`src/rtl/truth_table_scanner.sv`:
```
`default_nettype none
// ============================================================================
//  Module      : truth_table_scanner
//  Description : Sequential stimulus/readback engine. Walks all 2**N_IN input
//                combinations onto a 1-output combinational block, holds each
//                vector SETTLE_CYC cycles, samples the response and packs the
//                results into a truth-table vector.
//                Optional feature macro: TT_COMPARE_EN (adds expected_i,
//                mismatch_o and fail_o for on-chip comparison).
//  Revision    : 1.0 - initial release
// ============================================================================
module truth_table_scanner #(
   parameter int N_IN       = 3,
   parameter int SETTLE_CYC = 1
) (
   input  logic                 clk,
   input  logic                 rst_n,
   input  logic                 start,
   input  logic                 dut_out,
   output logic [N_IN-1:0]      stim,
   output logic                 busy,
   output logic                 done,
   output logic [2**N_IN-1:0]   table_o
`ifdef TT_COMPARE_EN
   ,
   input  logic [2**N_IN-1:0]   expected_i,
   output logic [2**N_IN-1:0]   mismatch_o,
   output logic                 fail_o
`endif
);

   localparam int              TBL_W    = 2**N_IN;
   localparam logic [7:0]      SETTLE_L = 8'(SETTLE_CYC);
   localparam logic [N_IN-1:0] LAST_IDX = {N_IN{1'b1}};

   typedef enum logic [1:0] {
      S_IDLE   = 2'd0,
      S_WAIT   = 2'd1,
      S_SAMPLE = 2'd2,
      S_DONE   = 2'd3
   } state_t;

   state_t            state_q;
   logic [N_IN-1:0]   idx_q;
   logic [7:0]        cnt_q;
   logic              busy_q;
   logic              done_q;
   logic [TBL_W-1:0]  table_q;
`ifdef TT_COMPARE_EN
   logic [TBL_W-1:0]  mismatch_q;
   logic              fail_q;
`endif

   // Scan controller: sequences vectors, settles, samples and flags completion.
   // idx_q doubles as the registered stimulus, so stim always equals the
   // index of the vector currently being settled or sampled.
   always_ff @(posedge clk) begin
      if (!rst_n) begin
         state_q    <= S_IDLE;
         idx_q      <= '0;
         cnt_q      <= '0;
         busy_q     <= 1'b0;
         done_q     <= 1'b0;
         table_q    <= '0;
`ifdef TT_COMPARE_EN
         mismatch_q <= '0;
         fail_q     <= 1'b0;
`endif
      end else begin
         done_q <= 1'b0;
         case (state_q)
            S_IDLE: begin
               if (start) begin
                  idx_q      <= '0;
                  cnt_q      <= SETTLE_L;
                  table_q    <= '0;
                  busy_q     <= 1'b1;
`ifdef TT_COMPARE_EN
                  mismatch_q <= '0;
                  fail_q     <= 1'b0;
`endif
                  state_q    <= (SETTLE_CYC == 0) ? S_SAMPLE : S_WAIT;
               end
            end
            S_WAIT: begin
               cnt_q <= cnt_q - 8'd1;
               if (cnt_q == 8'd1) begin
                  state_q <= S_SAMPLE;
               end
            end
            S_SAMPLE: begin
               table_q[idx_q] <= dut_out;
               // Terminal check precedes the increment so idx never wraps.
               if (idx_q == LAST_IDX) begin
                  busy_q  <= 1'b0;
                  done_q  <= 1'b1;
                  state_q <= S_DONE;
               end else begin
                  idx_q   <= idx_q + N_IN'(1);
                  cnt_q   <= SETTLE_L;
                  state_q <= (SETTLE_CYC == 0) ? S_SAMPLE : S_WAIT;
               end
            end
            S_DONE: begin
`ifdef TT_COMPARE_EN
               mismatch_q <= table_q ^ expected_i;
               fail_q     <= |(table_q ^ expected_i);
`endif
               state_q <= S_IDLE;
            end
            default: begin
               state_q <= S_IDLE;
            end
         endcase
      end
   end

   assign stim    = idx_q;
   assign busy    = busy_q;
   assign done    = done_q;
   assign table_o = table_q;
`ifdef TT_COMPARE_EN
   assign mismatch_o = mismatch_q;
   assign fail_o     = fail_q;
`endif

endmodule
`default_nettype wire

```
`config.mk`:
```
export PLATFORM = sky130hd
export DESIGN_NAME = truth_table_scanner
export DESIGN_NICKNAME = d
export VERILOG_FILES = /design/src/rtl/truth_table_scanner.sv
export SDC_FILE = /design/constraint.sdc
export NUM_CORES = 1
export LEC_CHECK = 0
export CAP_MARGIN = 20
export CORE_MARGIN = 5
export CORE_UTILIZATION = 53
export CTS_CLUSTER_SIZE = 25
export DETAILED_ROUTE_END_ITERATION = 7
export HOLD_SLACK_MARGIN = 0.02
export PLACE_DENSITY_LB_ADDON = 0.12
export SLEW_MARGIN = 20
export SYNTH_ARGS = -nofsm -noshare
export SYNTH_HDL_FRONTEND = slang
export SYNTH_SLANG_ARGS = --single-unit
```
`constraint.sdc`:
```
create_clock -name clk -period 2.15 [get_ports clk]
set_input_delay 0.43 -clock clk [delete_from_list [all_inputs] [get_ports clk]]
set_output_delay 0.43 -clock clk [all_outputs]
set_load 0.005 [all_outputs]
```
; Word-level counts from Yosys, hierarchy flattened
; Cells that the tools add are included.
[totals]
in_bits = 4
wordCells = 48
out_inout_bits = 13
register_bits = 23
[classes]
n_reduce_logical = 10
n_eq_ne = 9
addsub = 2
mux = 19
magnitude_cmp = 2
[op_table]
columns = cell, count
row1 = 8-bit 2-to-1 mux, 3
row2 = 8-bit case mux with 3 select lines, 1
row3 = 8-bit case mux with 2 select lines, 1
row4 = 3-bit AND reduction, 3
row5 = 8-bit bitwise mux, 1
row6 = "8-bit by 1-bit == test with 1-bit output, second input constant", 1
row7 = "2-bit != test, second input constant", 4
row8 = 2-bit case mux with 4 select lines, 1
row9 = "8-bit by 1-bit subtractor with 8-bit output, second input constant", 1
row10 = 2-bit 2-to-1 mux, 3
row11 = 3-bit 2-to-1 mux, 2
row12 = 3-bit case mux with 2 select lines, 1
row13 = 2-bit AND reduction, 3
row14 = "2-bit == test, second input constant", 2
row15 = "3-bit by 4-bit < comparator with 1-bit output, second input constant", 1
row16 = 1-bit 2-to-1 mux, 4
row17 = "3-bit by 1-bit adder with 3-bit output, second input constant", 1
row18 = 1-bit demux with 3-bit select, 1
row19 = "3-bit == test, second input constant", 1
row20 = "3-bit by 1-bit >= comparator with 1-bit output, second input constant", 1
row21 = 3-bit nonzero test, 1
row22 = "2-bit by 1-bit == test with 1-bit output, second input constant", 1
row23 = 2-bit zero test, 1
row24 = 1-bit case mux with 2 select lines, 1
row25 = 2 further kinds, 2

; Depth between registers and ports, before layout
; Gate-level depths: netlist of run 1.
[logic_depth]
ltp_word = 6
depth_mapped = 6
mapped_depth_nobuf = 5

; Worst setup path after synthesis of run 1
; No wires, ideal clock.
[synth_timing]
path_type = register to register
from = register idx_q[0], in the netlist stim[0]
to = register cnt_q[3]
t_arrival_ns = 1.620
period_less_slack_ns = 1.690
n_path_buf = 0
stages_incl_launch_ff = 6
setup_slack_ns = 0.460
setup_time_ns = 0.070
path_cell_list = dfxtp_1 > ha_1 > ha_1 > o21a_2 > or4_1 > a21oi_1
[synth_between]
elab_chain_len = 3
[synth_rtl]
columns = item, line
row1 = from (decl), 44  ; logic [N_IN-1:0] idx_q;
row2 = from (signal assigned), 99  ; idx_q <= idx_q + N_IN'(1);
row3 = 3-bit == test, 94  ; if (idx_q == LAST_IDX) begin
row4 = 2-bit != test (no source line), --
row5 = 3-bit AND reduction (no source line), --
row6 = to (signal assigned), 86  ; cnt_q <= cnt_q - 8'd1;
row7 = to (decl), 45  ; logic [7:0] cnt_q;
; No other way between the ends.
; A chain may end at the register's enable or synchronous reset.

; Worst setup path after layout of run 1
[layout_timing]
from = register idx_q[1], in the netlist stim[1]
to = register cnt_q[4]
; The elaborated chain is that of the path after synthesis.

==> results of run 1 <==
==> layout make-up <==
class                   instances  area (um^2)  area share (%)
clock buffers                   4        26.28           1.867
inverters                       6        22.52           1.600
multi-input cells              97        680.7           48.36
flip-flops and latches         23        460.4           32.71
well taps                      28        35.03           2.489
repair buffers                 19        182.7           12.98
==> layout by cell type, fill, tap and decap left out, types with 2 or more instances in the layout <==
cell,n
a211oi_1,2
a21oi_1,10
buf_4,3
clkbuf_4,3
clkdlybuf4s50_1,16
dfxtp_1,23
ha_1,4
inv_1,6
mux2i_1,10
nand2_1,7
nand3_1,11
nand4b_1,2
nor2_1,4
nor2b_1,6
nor3_1,5
o211ai_1,4
o21ai_0,6
o31ai_1,3
or3b_1,2
or4_1,4
==> critical path, cell delays in order (launching register included) <==
cell and delay (ps):
dfxtp_1 410, ha_1 220, ha_1 230, o21a_2 270, or4_1 500, a21oi_1 140
==> flip-flops by register name, summed over array words and instances (netlist names) <==
| register | flops |
|---|---|
| cnt_q | 8 |
| stim | 3 |
| done | 1 |
| state_q | 2 |
| table_o | 8 |
| busy | 1 |
==> report_power, final <==
part           leakage [uW]  internal (uW)  switching (uW)
Sequential         0.000187            451            35.3
Clock             0.0000150           72.3             129
Combinational      0.000363           85.6            86.2
Total              0.000565            608             250
==> logic make-up after synthesis <==
group	after synthesis	synth area share [%]
buffers and inverters	11	4.201
adder cells (fa/ha/maj)	4	4.202
AO/OA/AOI/OAI	33	18.91
multiplexers	10	8.404
flip-flops	23	38.66
AND/OR/NAND/NOR	50	25.63
==> final timing paths <==
kind / start / end / slack, ps / cells after the start
max: stim[1]$_SDFFE_PN0P_ / cnt_q[4]$_SDFFE_PN0P_ / 320 / 5
max reg2reg: stim[1]$_SDFFE_PN0P_ / cnt_q[4]$_SDFFE_PN0P_ / 320 / 5
min reg2reg: table_o[3]$_SDFFE_PN0P_ / table_o[3]$_SDFFE_PN0P_ / 480 / 2
min: table_o[3]$_SDFFE_PN0P_ / table_o[3]$_SDFFE_PN0P_ / 480 / 2
==> layer usage <==
layer	track usage (%)	share of wire, %	vias up
li1	-	-	525
met2	28.71	50	10
met5	0	0	-
met1	20.36	47	489
met3	2.262	2.5	2
met4	5.629	0.55	0
==> per-stage QoR <==
step / power, uW / std cells / util (%)
after floorplan: 618.5 / 131 / -
after global placement: 659.9 / 173 / 63.67
after detailed placement: 665.7 / 173 / 63.67
after CTS: 859.9 / 177 / 64.88
after global routing: 909.5 / 177 / 64.88
final: 858.4 / 177 / 64.88
==> results_dict.tcl, run 1 <==
set metrics [dict create \
    status "finished, final reports clean" \
    path_clk_slew_ps 130 \
    start_kind "register" \
    synth.yosys.seq_area_share_pct 38.66 \
    hold_buffers 0 \
    drc 0 \
    firstDrtPassIters 4 \
    cts-buffers-inserted 3 \
    clkLatencyLatePin_ps 300 \
    nNetsFinal 158 \
    synth_flop_cell "dfxtp_1" \
    ir_worst_vdd_uv 348.5 \
    syn_area_um2 1191 \
    cts_setup_buffers 0 \
    cts_root_buf "clkbuf_4" \
    synth_top_area_share_pct 38.66 \
    vias_per_cell 5.797 \
    max_freq_ghz 0.5460 \
    synth-edff-count 0 \
    whs_ps 483.1 \
    post-route-period-util_pct 85.18 \
    setup_viol 0 \
    post_drt_wl_per_cell_um 14.33 \
    synthTopCellsByCount "dfxtp_1, nand3_1, a21oi_1, mux2i_1, nand2_1" \
    crit_fanout 8 \
    die_x_um 57.41 \
    n_fill_cell 183 \
    fin_skew_ps 3.582 \
    powerDensity_nw_per_um2 609.8 \
    synth-seq-cells 23 \
    max-cap-violations 0 \
    syn_avg_cell_area_um2 9.093 \
    endpoint_kind "register" \
    setup-tns-final_ps 0 \
    total_leakage_power_uw 0.0005654 \
    yosysTopAreaCell "dfxtp_1" \
    syn_nets 139 \
    rsz0062_at_grt "no" \
    areaGrowthSynthToFinish_pct 18.17 \
    final-hold-violation-count 0 \
    port_buffers 16 \
    min_period_ps 1831 \
    critical_path_class "register to register" \
    n_antenna_cell 0 \
    grt_pass1_vias 1049 \
    dieArea_um2 3295 \
    yosys_warnings 0 \
    grt_max_degree 15 \
    crit_required_ps 2390 \
    synth.area.top_cells "dfxtp_1, mux2i_1, nand3_1" \
    synth_cells 131 \
    rows 17 \
    synth.most_common_cell "dfxtp_1" \
    synth_cell_type_count 38 \
    grt_use_total_pct 16.40 \
    place_congestion 0.8415 \
    ant_nets 0 \
    cts_buffer_depth 2 \
    grt_first_pass_wirelength_um 4450 \
    antenna_found_initial 0 \
    min_path_type "register to register" \
    pre_cts_ws_ps 292.0 \
    finalMaxSlewViolations 0 \
    critical_path_arrival_ps 2070 \
    drt_iter0_drc 12 \
    vias 1026 \
    die_h_um 57.41 \
    initial_core_util_pct 54.90 \
    placed_area_um2 1381 \
    slew_headroom_pct 55.64 \
    htree_levels 1 \
    cts_num_sinks 23 \
    ys_async_sr_fraction_pct 0 \
    wl_um 2536 \
    final_cell_area_um2 1408 \
    tightest_slew_ps 659.4 \
    tritoncts "done" \
    coreArea_um2 2170 \
    ctsResizeCount 0 \
    drive_gt1_share_pct 8.725 \
    hpwl_um 1854 \
    fin_ws_ps 318.5 \
    gr-total-overflow 0 \
    io_pins 17 \
]
(Power assumes the default switching activity.)
==> inputs of run 2 (changes only) <==
Settings changed: CAP_MARGIN 20 to 40.
==> results of run 2 <==
Same layout as run 1: the final DEF is identical, and so are final timing and power.
